$ cat config.mk
export PLATFORM = sky130hd
export DESIGN_NAME = shift_pipe
export DESIGN_NICKNAME = d
export VERILOG_FILES = /design/src/rtl/shift_pkg.sv /design/src/rtl/shift_stage.sv /design/src/rtl/shift_pipe.sv
export SDC_FILE = /design/constraint.sdc
export NUM_CORES = 1
export LEC_CHECK = 0
export ABC_AREA = 1
export CORE_MARGIN = 2
export CORE_UTILIZATION = 39
export CTS_CLUSTER_DIAMETER = 50
export DETAILED_ROUTE_END_ITERATION = 8
export PLACE_DENSITY_LB_ADDON = 0.3
export SLEW_MARGIN = 0
export SYNTH_ARGS = -nofsm -noshare
export SYNTH_HDL_FRONTEND = slang
export SYNTH_HIERARCHICAL = 1
export SYNTH_SLANG_ARGS = --single-unit
$ cat constraint.sdc
create_clock -name clk -period 3.4 [get_ports clk]
set_input_delay 0.34 -clock clk [delete_from_list [all_inputs] [get_ports clk]]
set_output_delay 0.34 -clock clk [all_outputs]
set_load 0.005 [all_outputs]
$ cat src/rtl/shift_pkg.sv
// Shared types and helpers for the pipelined barrel shifter.
// Optional feature macro: SHIFT_PIPE_ROTATE_EN (builds ROR/ROL support).
package shift_pkg;

  localparam int SHIFT_CTRL_W = 3;

  typedef enum logic [SHIFT_CTRL_W-1:0] {
    SLL = 3'b000,
    SRL = 3'b001,
    SRA = 3'b010,
    ROR = 3'b011,
    ROL = 3'b100
  } shift_op_e;

  // True for operation codes this build can execute; rotates only when compiled in.
  function automatic logic is_legal_op(input logic [SHIFT_CTRL_W-1:0] op);
    case (op)
      SLL, SRL, SRA: return 1'b1;
`ifdef SHIFT_PIPE_ROTATE_EN
      ROR, ROL:      return 1'b1;
`else
      ROR, ROL:      return 1'b0;
`endif
      default:       return 1'b0;
    endcase
  endfunction

endpackage

$ cat src/rtl/shift_stage.sv
// One pipeline stage of the barrel shifter: mux levels FIRST_LVL..LAST_LVL
// followed by the stage register. Rotate paths exist only with SHIFT_PIPE_ROTATE_EN.
module shift_stage
  import shift_pkg::*;
#(
  parameter int WIDTH     = 32,
  parameter int FIRST_LVL = 0,
  parameter int LAST_LVL  = 0
) (
  input  logic                       clk,
  input  logic                       reset,
  input  logic                       pipe_en,
  input  logic                       src_valid,
  input  logic [SHIFT_CTRL_W-1:0]    src_op,
  input  logic [$clog2(WIDTH)-1:0]   src_shamt,
  input  logic                       src_fill,
  input  logic                       src_err,
  input  logic [WIDTH-1:0]           src_data,
  output logic                       dst_valid,
  output logic [SHIFT_CTRL_W-1:0]    dst_op,
  output logic [$clog2(WIDTH)-1:0]   dst_shamt,
  output logic                       dst_fill,
  output logic                       dst_err,
  output logic [WIDTH-1:0]           dst_data
);

  localparam int SHAMT_W = $clog2(WIDTH);

  logic [WIDTH-1:0]   shifted;
  logic [SHAMT_W-1:0] amt_bits;
  int                 amt;

  // Mux levels owned by this stage: level k shifts by 2^k when shamt bit k is set.
  always_comb begin
    // NOTE: every combinational output gets a default first so no path leaves it unassigned (no latch).
    shifted  = src_data;
    amt_bits = '0;
    amt      = 0;
    for (int k = FIRST_LVL; k <= LAST_LVL; k++) begin
      amt_bits = src_shamt >> k;
      amt      = 1 << k;
      if (amt_bits[0]) begin
        case (src_op)
          SLL: shifted = shifted << amt;
          SRL: shifted = shifted >> amt;
          SRA: shifted = (shifted >> amt) | (src_fill ? ~({WIDTH{1'b1}} >> amt) : '0);
`ifdef SHIFT_PIPE_ROTATE_EN
          ROR: shifted = (shifted >> amt) | (shifted << (WIDTH - amt));
          ROL: shifted = (shifted << amt) | (shifted >> (WIDTH - amt));
`endif
          // Illegal (or compiled-out rotate) codes pass the operand through untouched.
          default: shifted = shifted;
        endcase
      end
    end
  end

  // Stage register: advance on pipe_en, hold otherwise, clear on reset.
  always_ff @(posedge clk) begin
    // NOTE: sequential state uses non-blocking assignments so all stages update from pre-edge values.
    if (reset) begin
      // NOTE: the data fields are cleared too, because shift_out and out_err must read 0 after reset.
      dst_valid <= 1'b0;
      dst_op    <= '0;
      dst_shamt <= '0;
      dst_fill  <= 1'b0;
      dst_err   <= 1'b0;
      dst_data  <= '0;
    end else if (pipe_en) begin
      dst_valid <= src_valid;
      dst_op    <= src_op;
      dst_shamt <= src_shamt;
      dst_fill  <= src_fill;
      dst_err   <= src_err;
      dst_data  <= shifted;
    end
  end

endmodule

$ cat src/rtl/shift_pipe.sv
// Pipelined, parametrised barrel shifter with valid/ready on both sides.
// Optional feature macro: SHIFT_PIPE_ROTATE_EN (ROR/ROL legal when defined).
module shift_pipe
  import shift_pkg::*;
#(
  parameter int WIDTH       = 32,
  parameter int PIPE_STAGES = 2
) (
  input  logic                     clk,
  input  logic                     reset,
  input  logic                     in_valid,
  output logic                     in_ready,
  input  logic [SHIFT_CTRL_W-1:0]  shift_ctrl,
  input  logic [$clog2(WIDTH)-1:0] shamt,
  input  logic [WIDTH-1:0]         shift_in,
  output logic                     out_valid,
  input  logic                     out_ready,
  output logic [WIDTH-1:0]         shift_out,
  output logic                     out_err
);

  localparam int LEVELS = $clog2(WIDTH);

  // Index 0 is the accepted request; index s+1 is the register of stage s.
  logic                    stage_valid [0:PIPE_STAGES];
  logic [SHIFT_CTRL_W-1:0] stage_op    [0:PIPE_STAGES];
  logic [LEVELS-1:0]       stage_shamt [0:PIPE_STAGES];
  logic                    stage_fill  [0:PIPE_STAGES];
  logic                    stage_err   [0:PIPE_STAGES];
  logic [WIDTH-1:0]        stage_data  [0:PIPE_STAGES];

  logic pipe_en;

  // The whole pipe moves together whenever the output slot is empty or being drained.
  assign pipe_en  = !out_valid || out_ready;
  assign in_ready = pipe_en;

  // Request entry: the SRA fill bit and legality are decided once, at accept.
  assign stage_valid[0] = in_valid;
  assign stage_op[0]    = shift_ctrl;
  assign stage_shamt[0] = shamt;
  assign stage_fill[0]  = shift_in[WIDTH-1];
  assign stage_err[0]   = !is_legal_op(shift_ctrl);
  assign stage_data[0]  = shift_in;

  // Level k lives in stage floor(k*PIPE_STAGES/LEVELS); the bounds below are that inverse.
  for (genvar s = 0; s < PIPE_STAGES; s++) begin : g_stage
    localparam int FIRST = (s * LEVELS + PIPE_STAGES - 1) / PIPE_STAGES;
    localparam int LAST  = ((s + 1) * LEVELS + PIPE_STAGES - 1) / PIPE_STAGES - 1;

    shift_stage #(
      .WIDTH     (WIDTH),
      .FIRST_LVL (FIRST),
      .LAST_LVL  (LAST)
    ) u_stage (
      .clk       (clk),
      .reset     (reset),
      .pipe_en   (pipe_en),
      .src_valid (stage_valid[s]),
      .src_op    (stage_op[s]),
      .src_shamt (stage_shamt[s]),
      .src_fill  (stage_fill[s]),
      .src_err   (stage_err[s]),
      .src_data  (stage_data[s]),
      .dst_valid (stage_valid[s+1]),
      .dst_op    (stage_op[s+1]),
      .dst_shamt (stage_shamt[s+1]),
      .dst_fill  (stage_fill[s+1]),
      .dst_err   (stage_err[s+1]),
      .dst_data  (stage_data[s+1])
    );
  end

  assign out_valid = stage_valid[PIPE_STAGES];
  assign shift_out = stage_data[PIPE_STAGES];
  assign out_err   = stage_err[PIPE_STAGES];

  // Control fields of the last stage have no consumer once all levels are applied.
  wire unused_tail = ^{stage_op[PIPE_STAGES], stage_shamt[PIPE_STAGES], stage_fill[PIPE_STAGES]};

endmodule

=== After elaboration in Yosys (flattened, before gate mapping) ===
Index checks and enable logic that the tools add are counted.

* Equality and inequality tests: 4
* Mux-type cells: 16
* Bitwise gates (word level): 5
* Reductions and logical operators: 6

{| class="wikitable"
|+ Operators with widths
! operator !! number
|-
| case mux 32 bit (3 select lines) || 5
|-
| two-way mux 32 bit || 10
|-
| bitwise OR 16 x 32 -> 32 bit || 1
|-
| bitwise OR 24 x 32 -> 32 bit || 1
|-
| bitwise OR 28 x 32 -> 32 bit || 1
|-
| bitwise OR 30 x 32 -> 32 bit || 1
|-
| bitwise OR 31 x 32 -> 32 bit || 1
|-
| equality test 3 x 1 -> 1 bit (second input constant) || 2
|-
| equality test 3 x 2 -> 1 bit (second input constant) || 2
|-
| logical NOT 3 bit || 2
|-
| OR reduction 3 bit || 1
|-
| logical NOT 1 bit || 2
|-
| logical OR 1 bit || 1
|-
| two-way mux 1 bit || 1
|}

* Register bits after elaboration: 77
* Bits of input ports: 44
* Output and inout port bits: 35
* Logic and storage cells: 40

=== Logic depth before layout (Yosys ltp) ===
* Word-level depth: 10
* Gate-level depth with buffers: 12
* Depth with buffers taken out: 11

=== Modules after synthesis ===
Netlist, hierarchy kept.

{| class="wikitable"
|+ Modules (own cells, without submodules)
! module !! instances !! cells an instance !! area each (µm²) !! sequential area each (µm²)
|-
| shift_stage at g_stage[0].u_stage || 1 || 683 || 3724.8 || 860.8
|-
| shift_stage at g_stage[1].u_stage || 1 || 499 || 2865.2 || 860.8
|-
| shift_pipe || 1 || 5 || 18.8 || 0.0
|}

=== Worst setup path before layout ===
OpenSTA, ideal clock, no wires.

* Kind: input-to-reg
* Start point: in out_ready
* End point: reg g_stage[0].u_stage.dst_data[26]
* Library setup time: 0.071 ns
* Data arrival time: 1.534 ns
* Required time: 3.329 ns
* Setup slack: 1.795 ns
* Stages: 10
* Buffers on the path: 2
* Path through: inv_1 > nand2_1 > clkbuf_1 > nand2_1 > nor2_1 > buf_1 > nand3_1 > nand2_1 > inv_1 > a21oi_1

* Longest elaborated chain between the ends: 1

{| class="wikitable"
|+ RTL lines
! item !! line !! text
|-
| start: declaration || shift_pipe.sv:17 || <nowiki>input logic out_ready,</nowiki>
|-
| logical OR 1 bit || shift_pipe.sv:35 || <nowiki>assign pipe_en = !out_valid || out_ready;</nowiki>
|-
| net in_ready || shift_pipe.sv:12 || <nowiki>output logic in_ready,</nowiki>
|-
| end signal: assignment || shift_stage.sv:75 || <nowiki>dst_data <= shifted;</nowiki>
|-
| end: declaration || shift_stage.sv:24 || <nowiki>output logic [WIDTH-1:0] dst_data</nowiki>
|}

The timed path passes the listed nets, and every way through them passes these cells.
A chain may end at the register's enable or synchronous reset.

=== Final worst setup path ===
* Start point: in shift_ctrl[0]
* End point: reg g_stage[0].u_stage.dst_data[25]

* Longest elaborated chain between the ends: 9
* Elaborated cells on any way between the ends: 11
* Those cells by class: 2 x eq/ne; 6 x mux; 2 x bitwise; 1 x reduce/logical

{| class="wikitable"
|+ RTL lines
! item !! line !! text
|-
| start: declaration || shift_pipe.sv:13 || <nowiki>input logic [SHIFT_CTRL_W-1:0] shift_ctrl,</nowiki>
|-
| equality test 3 x 2 -> 1 bit (tied with other cells) || shift_stage.sv:43 || <nowiki>case (src_op)</nowiki>
|-
| case mux 32 bit (3 select lines) || shift_stage.sv:43 ||
|-
| two-way mux 32 bit || shift_stage.sv:42 || <nowiki>if (amt_bits[0]) begin</nowiki>
|-
| bitwise OR 30 x 32 -> 32 bit || shift_stage.sv:46 || <nowiki>SRA: shifted = (shifted >> amt) | (src_fill ? ~({WIDTH{1'b1}} >> amt) : '0);</nowiki>
|-
| case mux 32 bit (3 select lines) || shift_stage.sv:43 ||
|-
| two-way mux 32 bit || shift_stage.sv:42 ||
|-
| bitwise OR 28 x 32 -> 32 bit || shift_stage.sv:46 ||
|-
| case mux 32 bit (3 select lines) || shift_stage.sv:43 ||
|-
| two-way mux 32 bit (*) || shift_stage.sv:42 ||
|}

Mark *: on every way between the ends. The rest lies on a longest branch, timed or not.

==> key figures <==
Clock network
  – Cts bufs inserted: 9
  – CTS root buf: clkbuf_16
  – Post-CTS Resized: 0
  – CTS tree: built
  – H-tree levels: 3
  – Later-pin clock latency in the skew report: approximately 340 ps
  – Post-CTS Repair Setup Buffers: 0
  – CTS Hold Bufs: 0
  – Num Clock Sinks: between 70 and 80
  – Clock Path Buffers: 2
  – Clk slew on worst S/H paths: around 60 ps

Floorplan
  – Ports: 79
  – Row count: 46
  – Die Width: about 130 µm
  – Starting Density: 39.5%
  – Die height: 130 µm
  – Die area: 0.0170 mm²
  – Core area: 0.0158 mm²

Layout
  – Ant diodes: 0
  – Layout area overhead: 18.4%
  – Commonest non-fill, non-tap cell in the layout: nand2_1
  – Design area: between 0.007 and 0.008 mm²
  – Layout Nets: around 1200
  – Post-route insts no fill: between 1000 and 1500
  – Layout cells sized above 1: 5.68%
  – Most frequent cells in the layout: nand2_1, nand3_1, clkdlybuf4s50_1
  – Fillers: approximately 1700

Placement
  – Pre-CTS setup slack: 608 ps
  – Placed Cells: 1380
  – # port buffers: 78
  – Placed Area: 0.00702 mm²
  – Dpl hpwl: approximately 15000 µm
  – RD Place Congestion: 0.967

GRT
  – GR Layer Usage met1: 34.6%
  – GRT met3 Usage: under 10%
  – Met2 Use GR: about two fifths
  – Largest net degree at the start of global routing: between 40 and 50
  – GR peak layer: met2
  – GR Overflow Total: 0
  – Vias in the first global route: ~7000
  – First-pass GRT wire length: between 30000 and 40000 µm
  – Initial antenna violation count: 0
  – Tot GR Track Use: around a quarter

Timing
  – Setup ws final: 915 ps
  – Setup_tns: 0 ps
  – Fmax: between 0.4 and 0.5 GHz
  – Final Setup Violations: 0
  – Worst Max-Slew Pin Slew: 893 ps
  – Rel. slew slack: about two fifths
  – Layout Skew: roughly 7 ps
  – Final hold violations: 0
  – Max Slew Vio Count: 0
  – Fin crit period: approximately 2500 ps
  – RSZ-0062 raised after global routing: no
  – Final Cycle Share: approximately 73%

Detailed routing
  – DRT Pass-1 Iters: 6
  – DRC violations left: 0
  – Via/cell ratio: around 5.4
  – DRT iter0 DRCs: 840
  – DRT Wirelength: around 21000 µm
  – DR vias: around 7500
  – WL per Instance: between 15 and 20 µm
  – Antenna-violating nets left: 0

Synthesis
  – Ys Warns: 6
  – Synthesized area per cell: 5.45 µm²
  – Syn Std Cell Area: between 0.006 and 0.007 mm²
  – Syn nets: around 1200
  – Post-Syn Instances: approximately 1100

Worst setup path
  – Critical path data required time: approximately 3700 ps
  – Critical path class: in2reg
  – Type of origin of the critical path: input port
  – Worst Path Arrival: approximately 2800 ps
  – CP Max Fanout: 29
  – CP endpoint kind: flop

Pwr
  – Pwr/cell area: slightly above 400 mW/mm²
  – Leakage power total: 3.55 nW
  – Worst IR Drop VDD: around 0.27 mV

Run
  – Max_cap viols: 0

Run status
  – Status: completed

Min path
  – Hold crit path type: reg2reg
==> registers in the layout, indices dropped and copies added, names as in the netlist <==
signal,cells
g_stage.u_stage/dst_op,3
g_stage.u_stage/dst_valid,2
g_stage.u_stage/dst_shamt,2
g_stage.u_stage/dst_fill,1
g_stage.u_stage/dst_data,64
g_stage.u_stage/dst_err,2
==> metrics by stage <==
step                hold slack (ps)  power [mW]  utilization, %
finish                          463        3.02            46.8
global route                    485        3.18            46.8
detailed placement              458        1.90            44.5
global placement                455        1.89            44.5
floorplan                       449        1.59               -
CTS                             467        3.03            46.8
==> power breakdown <==
group          total [mW]  leakage, nW  switching (mW)  internal, mW
Combinational       0.850         2.76           0.518         0.331
Sequential           1.05        0.612          0.0941         0.953
Clock                1.12        0.176           0.370         0.754
==> per-layer routing <==
metal	part of all wire, %	vias up	wire length [µm]
met2	46	300	9880
met3	6.8	48	1450
met1	44	3424	9320
met4	3.2	0	684
li1	-	3768	-
met5	0	-	0
==> worst max-delay path, cell delays in order <==
cell             delay [ps]
clkdlybuf4s50_1         500
nor2_2                  200
nand2_1                  80
nand2_2                 410
inv_2                   110
nor2_4                  460
inv_1                   160
o21ai_1                 280
nand2_1                  80
a21oi_1                 130
==> final cells by class <==
cell class	instances	area (µm²)	share of cell area, %
Clock inverter	5	100	1.36
Timing Repair Buffer	97	918	12.5
Inverter	79	299	4.05
Clock buffer	11	253	3.43
Multi-Input combinational cell	914	4050	55.0
Sequential cell	74	1480	20.1
Tap cell	216	270	3.66
==> worst paths after layout <==
path	start	to	slack, ps	cells after the start
worst max register to register	g_stage[0].u_stage/dst_op[0]	g_stage[1].u_stage/dst_data[5]	930	5
worst max-delay path	shift_ctrl[0]	g_stage[0].u_stage/dst_data[25]	910	10
worst min-delay path	g_stage[1].u_stage/dst_data[18]	g_stage[1].u_stage/dst_data[18]	460	2
worst min register to register	g_stage[1].u_stage/dst_data[18]	g_stage[1].u_stage/dst_data[18]	460	2
No activity file was read; power rests on OpenSTA's default activity.
